===== src/rtl/seg7_scan.sv =====
// -----------------------------------------------------------------------------
// seg7_scan
//
// Time-multiplexed driver for an 8-digit common-anode seven-segment display.
//
// Each 32-bit word is shown as eight hex digits. Digit 0 is the rightmost digit
// and comes from data[3:0]. Every digit gets a slot of SCAN_DIV clocks. The
// first GUARD clocks of each slot keep all anodes off, which stops ghosting
// while the segment lines settle.
//
// New words go through two buffers. A load fills the pending buffer. The
// displayed buffer only takes the pending word at a frame boundary, or while
// the scan is disabled. This way a frame never shows part of one word and part
// of another.
//
// Ports:
//   clk         system clock
//   rst_n       asynchronous active-low reset
//   en          scan enable; 0 = display dark, scan held at digit 0
//   data[31:0]  word to display
//   load        1-cycle strobe: capture data into the pending buffer
//   dp_mask[7:0] decimal point per digit, 1 = lit (bit i -> digit i)
//   blank_lz    1 = blank leading-zero digits (digit 0 always shown)
//   an[7:0]     anode selects, active-low, an[i] = digit i
//   seg[7:0]    active-low segments, seg[0]=a .. seg[6]=g, seg[7]=dp
//   frame_done  1-cycle pulse after the digit 7 slot ends
// -----------------------------------------------------------------------------
module seg7_scan #(
    parameter int SCAN_DIV = 50000,
    parameter int GUARD    = 4
) (
    input  logic        clk,
    input  logic        rst_n,
    input  logic        en,
    input  logic [31:0] data,
    input  logic        load,
    input  logic [7:0]  dp_mask,
    input  logic        blank_lz,
    output logic [7:0]  an,
    output logic [7:0]  seg,
    output logic        frame_done
);

    localparam int CNT_W = (SCAN_DIV > 1) ? $clog2(SCAN_DIV) : 1;
    localparam logic [CNT_W-1:0] CNT_LAST  = CNT_W'(SCAN_DIV - 1);
    localparam logic [CNT_W-1:0] CNT_GUARD = CNT_W'(GUARD);
    localparam logic [31:0]      DISP_RST  = 32'hAA55_55AA;

    // Hex digit to active-high gfedcba segment pattern.
    function automatic logic [6:0] hex_to_seg(input logic [3:0] nib);
        logic [6:0] s;
        case (nib)
            4'h0: s = 7'h3F;
            4'h1: s = 7'h06;
            4'h2: s = 7'h5B;
            4'h3: s = 7'h4F;
            4'h4: s = 7'h66;
            4'h5: s = 7'h6D;
            4'h6: s = 7'h7D;
            4'h7: s = 7'h07;
            4'h8: s = 7'h7F;
            4'h9: s = 7'h6F;
            4'hA: s = 7'h77;
            4'hB: s = 7'h7C;
            4'hC: s = 7'h39;
            4'hD: s = 7'h5E;
            4'hE: s = 7'h79;
            default: s = 7'h71;
        endcase
        return s;
    endfunction

    logic [CNT_W-1:0] cnt_q, cnt_d;
    logic [2:0]       idx_q, idx_d;
    logic [31:0]      pend_q, pend_d;
    logic             pend_valid_q, pend_valid_d;
    logic [31:0]      disp_q, disp_d;
    logic [7:0]       an_q, an_d;
    logic [7:0]       seg_q, seg_d;
    logic             frame_done_q, frame_done_d;

    logic             tick;
    logic             last_slot;
    logic             swap;
    logic [31:0]      disp_shift;
    logic             lead_zero;

    always_comb begin
        tick      = en && (cnt_q == CNT_LAST);
        last_slot = tick && (idx_q == 3'd7);
        // A disabled scan never shows the buffer, so it is safe to swap then.
        swap      = pend_valid_q && (last_slot || !en);

        // Prescaler and digit index. Both are held at 0 while disabled, so the
        // scan always restarts from digit 0.
        cnt_d = cnt_q;
        idx_d = idx_q;
        if (!en) begin
            cnt_d = '0;
            idx_d = 3'd0;
        end else if (tick) begin
            cnt_d = '0;
            idx_d = idx_q + 3'd1;
        end else begin
            cnt_d = cnt_q + 1'b1;
        end

        // The swap reads the old pending word. A load in the same cycle then
        // refills the pending buffer and keeps it valid.
        disp_d       = swap ? pend_q : disp_q;
        pend_d       = load ? data : pend_q;
        pend_valid_d = load ? 1'b1 : (swap ? 1'b0 : pend_valid_q);

        frame_done_d = last_slot;

        // The current digit sits in the low nibble. The digit is a leading
        // zero when it and every higher nibble are all zero.
        disp_shift = disp_q >> {idx_q, 2'b00};
        lead_zero  = blank_lz && (idx_q != 3'd0) && (disp_shift == 32'd0);

        an_d  = 8'hFF;
        seg_d = 8'hFF;
        if (en && (cnt_q >= CNT_GUARD)) begin
            an_d       = ~(8'd1 << idx_q);
            seg_d[7]   = ~dp_mask[idx_q];
            seg_d[6:0] = lead_zero ? 7'h7F : ~hex_to_seg(disp_shift[3:0]);
        end
    end

    // Scan state, buffers and registered outputs.
    always_ff @(posedge clk or negedge rst_n) begin
        if (!rst_n) begin
            cnt_q        <= '0;
            idx_q        <= 3'd0;
            pend_q       <= 32'd0;
            pend_valid_q <= 1'b0;
            disp_q       <= DISP_RST;
            an_q         <= 8'hFF;
            seg_q        <= 8'hFF;
            frame_done_q <= 1'b0;
        end else begin
            cnt_q        <= cnt_d;
            idx_q        <= idx_d;
            pend_q       <= pend_d;
            pend_valid_q <= pend_valid_d;
            disp_q       <= disp_d;
            an_q         <= an_d;
            seg_q        <= seg_d;
            frame_done_q <= frame_done_d;
        end
    end

    assign an         = an_q;
    assign seg        = seg_q;
    assign frame_done = frame_done_q;

endmodule


===== config.mk =====
export PLATFORM = sky130hd
export DESIGN_NAME = seg7_scan
export DESIGN_NICKNAME = d
export VERILOG_FILES = /design/src/rtl/seg7_scan.sv
export SDC_FILE = /design/constraint.sdc
export NUM_CORES = 1
export LEC_CHECK = 0
export BUFFER_PORTS_ARGS = -buffer_cell sky130_fd_sc_hd__buf_2
export CAP_MARGIN = 5
export CORE_MARGIN = 1
export CORE_UTILIZATION = 25
export CTS_CLUSTER_DIAMETER = 40
export CTS_CLUSTER_SIZE = 16
export DETAILED_ROUTE_END_ITERATION = 8
export GPL_ROUTABILITY_DRIVEN = 0
export PLACE_DENSITY = 0.47
export SETUP_SLACK_MARGIN = 0.1
export SYNTH_ARGS = -nofsm -noshare
export SYNTH_HDL_FRONTEND = slang
export SYNTH_SLANG_ARGS = --single-unit

===== constraint.sdc =====
create_clock -name clk -period 3.1 [get_ports clk]
set_input_delay 0.155 -clock clk [delete_from_list [all_inputs] [get_ports clk]]
set_output_delay 0.155 -clock clk [all_outputs]
set_load 0.005 [all_outputs]

==> results list <==
- The run finished with clean final reports.
- Maximum cell stage delay along the critical path: 800 ps
- R2R Path End: seg[4]
- The synthesized netlist devotes 2.62% of its cell area to XOR and XNOR gates.
- The first detailed-routing pass took 4 iterations.
* Die Ht: 144 µm
- Final number of setup-violating endpoints: 0
- Largest net degree at the start of global routing: 54
* Source of the worst hold timing path: data[9]
* Class of the most critical setup path: flop to flop
- From synthesis to final layout, the design area changed by 18.9%.
* Combined buffer and inverter count along the critical path: 0
- Counting instances, the worst hold path has a depth of 2.
- Derived from the worst setup path, the maximum achievable clock frequency is 367 MHz.
* Worst-case register-to-register setup slack: 370 ps
- Setup TNS Final: 0 ps
- Yosys top cell area share: 34.5%
- Sequential cell area: 2570 µm²
- The final hold violation count is 0.
* Share of synthesized area occupied by flip-flops and latches: 51.3%
- Yosys attributes the largest share of cell area to sky130_fd_sc_hd__dfrtp_1 (34%), sky130_fd_sc_hd__dfstp_2 (17%), sky130_fd_sc_hd__mux2_4 (9.0%).
- Mux share of post-synthesis cell area: 22.3%
* Critical path required time: 3360 ps
- When the netlist entered floorplanning its net count stood at 456.
- The tree built by TritonCTS fans out to 101 sinks.
- Setup crit end kind: flop
- Fin nets: 520
- Clock-pin slew was measured on the worst setup and hold paths at 70 ps.
- The cell that appears most often on the critical path is sky130_fd_sc_hd__nand2_1.
- Std-Cell Core Area: 19500 µm²
* Pwr dens: 553 nW/µm²
- Top delay family on crit path: flip-flops
- After detailed routing, the average wire length per cell comes to 15.0 µm.
- After Yosys synthesis, and, or, nand and nor cells account for 11.3% of the synthesized area.
- Min Clock Period, post-route: 2730 ps
- Final worst path period share: 88.0%
- The die is 144 µm wide.
- The synthesized netlist devotes 6.25% of its cell area to compound gates.
* Number of antenna violations at the first check in global routing: 0
- Between clock sinks in the finished design, the worst skew comes to 8.45 ps.
* Floorplan die area: 20600 µm²
* Number of max-cap violations: 0
- The Yosys step of the flow raised 0 warnings.
- The clock passes through at most 2 buffers.
- For this run, the leading register cell type out of synthesis is sky130_fd_sc_hd__dfrtp_1.
- The worst hold path terminates at pend_q[9].
* Crit path cell chain: mux4_2 > nand2_1 > nand2_1 > or3_1 > o31a_1 > o21ai_0
- Routed wire length: 10900 µm
* Count of nets left with antenna violations after detail routing: 0
- Pleak: 0.00250 µW
- In the synthesized netlist the async set-or-reset flop fraction comes to 100%.
* Share of final-layout standard cells stronger than drive strength 1: 43.1%
- Summing all multi-input logic gate instances after layout gives 2300 µm².
- Mapped Cells: 397
* Number of enable-type register cells in the synthesized netlist: 0
- Setup repair after global routing missed its margin: no
* Fraction of power consumed by the clock network: 35.1%
- Highest net fanout along the worst path: 15
- Via count of the first global-routing pass: 3381
- Initial Utilization: 25.6%
* Design internal power: 2440 µW
- The synthesized netlist devotes 3.50% of its cell area to adder and majority cells.
- STA classifies the critical path startpoint as a flop.
- Main combinational cell family by area after synthesis: multiplexers
- In this run the count of I/O pins placed on the die edge is 62.
* Deepest level of the CTS H-tree: 3
* Diodes inserted: 0
- Total global-route track usage: 11.4%
- Detailed placement finished with a half-perimeter wire length of 8180 µm.
- The largest total area in the synthesized netlist belongs to sky130_fd_sc_hd__dfrtp_1.
- Share of power burned in combinational logic: 15.2%
- 1st-iter DRT viols: 159
* Most frequent standard cell in the layout excluding fill and tap cells: sky130_fd_sc_hd__dfrtp_1
* Mean cell area of the mapped netlist: 12.6 µm²
* Total standard cell area after synthesis: 5010 µm²
* RR Startpoint: idx_q[1]
- For this design the total switching power over the nets is 856 µW.
- Core Rows: 51
* Count of distinct cell types in the synthesized netlist: 51
- Number of pins exceeding their max-slew limit in the final report: 0
- The path class of the tightest hold or removal check is primary input to flop.
- Synthesis inferred 101 register bits.
- CTS-repair resized insts: 0
* Part of the total power dissipated in sequential elements: 49.7%
- The cell sitting at the root of the clock tree is a sky130_fd_sc_hd__clkbuf_16.
* Total power consumption of the routed design: 3290 µW
- The number of clock buffers added by TritonCTS is 9.
- Measured in cells, the most critical reg-to-reg path has a length of 6.
- Actual transition at the worst max-transition pin: 777 ps
- Count of input and output buffers: 61
- Across all layers, the routed design uses 3299 vias.
* Total overflow reported by the global router: 0
- First-pass GRT wire length: 17900 µm
- Data arrives at the worst endpoint at 2980 ps.
- TritonCTS clock tree: built
* Switching fraction of total power: 26.0%
- Number of inserted filler cells in the final layout: 2016
- The largest individual stage delay along the critical path comes from the cell sky130_fd_sc_hd__dfrtp_1.
- Clk Latency, worst-skew pair: 350 ps
- For this run, design rule violations remaining after detail routing come to 0.
- Max rail drop VDD: 0.230 mV
- Using the TritonRoute via totals, the vias-per-cell ratio works out to 4.51.
* Commonest cells after routing, fill and taps aside: sky130_fd_sc_hd__dfrtp_1 (69), sky130_fd_sc_hd__buf_2 (60), sky130_fd_sc_hd__mux2_2 (34), sky130_fd_sc_hd__nand2_1 (33), sky130_fd_sc_hd__dfstp_2 (32)
- The worst pin sits at a relative slew slack of 48.2%.
==> through the flow <==
step / area (µm²) / hold slack (ps) / cells / worst slack [ps] / util, %
2_1_floorplan: 5010 / -141 / 397 / 499 / -
4_1_cts: 5960 / 17.4 / 731 / 375 / 30.5
3_3_place_gp: 5640 / 240 / 714 / 476 / 28.9
6_report: 5960 / 30.1 / 731 / 374 / 30.5
5_1_grt: 5960 / 19.9 / 731 / 164 / 30.5
3_5_place_dp: 5640 / 247 / 714 / 396 / 28.9
==> power groups by stage <==
stage / combinational (µW) / clock [µW] / sequential [µW]
2_1_floorplan: 371 / 0 / 1590
6_report: 499 / 1160 / 1640
5_1_grt: 549 / 1260 / 1660
3_5_place_dp: 502 / 0 / 1660
3_3_place_gp: 492 / 0 / 1660
4_1_cts: 504 / 1190 / 1640
==> cell type report <==
type / count / area share [%]
sequential: 101 / 43.1
multi-input combinational: 268 / 38.7
timing repair buffer: 70 / 6.76
tap: 265 / 5.57
clock buffer: 10 / 4.01
clock inverter: 6 / 1.18
inverter: 11 / 0.693
==> flip-flops by register name, summed over array words and instances (netlist names) <==
signal / cells
seg: 8
pend_valid_q: 1
idx_q: 3
cnt_q: 16
an: 8
pend_q: 32
disp_q: 32
frame_done: 1
==> worst max-delay path by stage <==
stage              from     end  slack, ps  cells past startpoint
2_1_floorplan  idx_q[1]  seg[0]        500                      8
3_3_place_gp   idx_q[1]  seg[6]        480                      6
3_5_place_dp   idx_q[1]  seg[6]        400                      8
4_1_cts        idx_q[1]  seg[4]        380                      6
5_1_grt        idx_q[1]  seg[6]        160                      8
6_report       idx_q[1]  seg[4]        370                      6
==> routing by layer <==
metal	routed length, µm	share of wire [%]	global-route usage, %
met1	5200	48	15.3
met2	5010	46	17.5
met3	515	4.7	3.40
met4	208	1.9	3.86
met5	0	0	0
==> synthesized netlist by cell type (3+ instances only) <==
cell	number
sky130_fd_sc_hd__nand2_1	33
sky130_fd_sc_hd__nor3_1	11
sky130_fd_sc_hd__xor2_1	9
sky130_fd_sc_hd__mux2_2	34
sky130_fd_sc_hd__o22ai_1	4
sky130_fd_sc_hd__buf_6	3
sky130_fd_sc_hd__mux4_2	9
sky130_fd_sc_hd__dfrtp_1	69
sky130_fd_sc_hd__and2_1	3
sky130_fd_sc_hd__and3_1	6
sky130_fd_sc_hd__mux2_4	30
sky130_fd_sc_hd__ha_1	14
sky130_fd_sc_hd__o21ai_0	11
sky130_fd_sc_hd__clkbuf_1	8
sky130_fd_sc_hd__nand3_1	9
sky130_fd_sc_hd__nor2_1	27
sky130_fd_sc_hd__xnor2_1	6
sky130_fd_sc_hd__inv_1	10
sky130_fd_sc_hd__mux2i_1	8
sky130_fd_sc_hd__nor4_1	8
sky130_fd_sc_hd__dfstp_2	32
sky130_fd_sc_hd__a21oi_1	8
sky130_fd_sc_hd__buf_2	4
==> cells by family (layout without fill, tap and decap cells) <==
logic type | after synthesis | in the layout
AND/OR/NAND/NOR | 113 | 113
flip-flops | 101 | 101
multiplexers | 81 | 81
AO/OA/AOI/OAI | 45 | 45
buffers and inverters | 28 | 97
XOR/XNOR | 15 | 15
adder cells (fa/ha/maj) | 14 | 14
==> repair_timing <==
| item | 4_1_cts | 5_1_grt |
|---|---|---|
| hold buffers | 1 | 0 |
| setup endpoints to repair | 0 | 0 |
| buffers inserted | 0 | 0 |
| hold endpoints to repair | 31 | 0 |
Power figures use the tool's default switching activity.
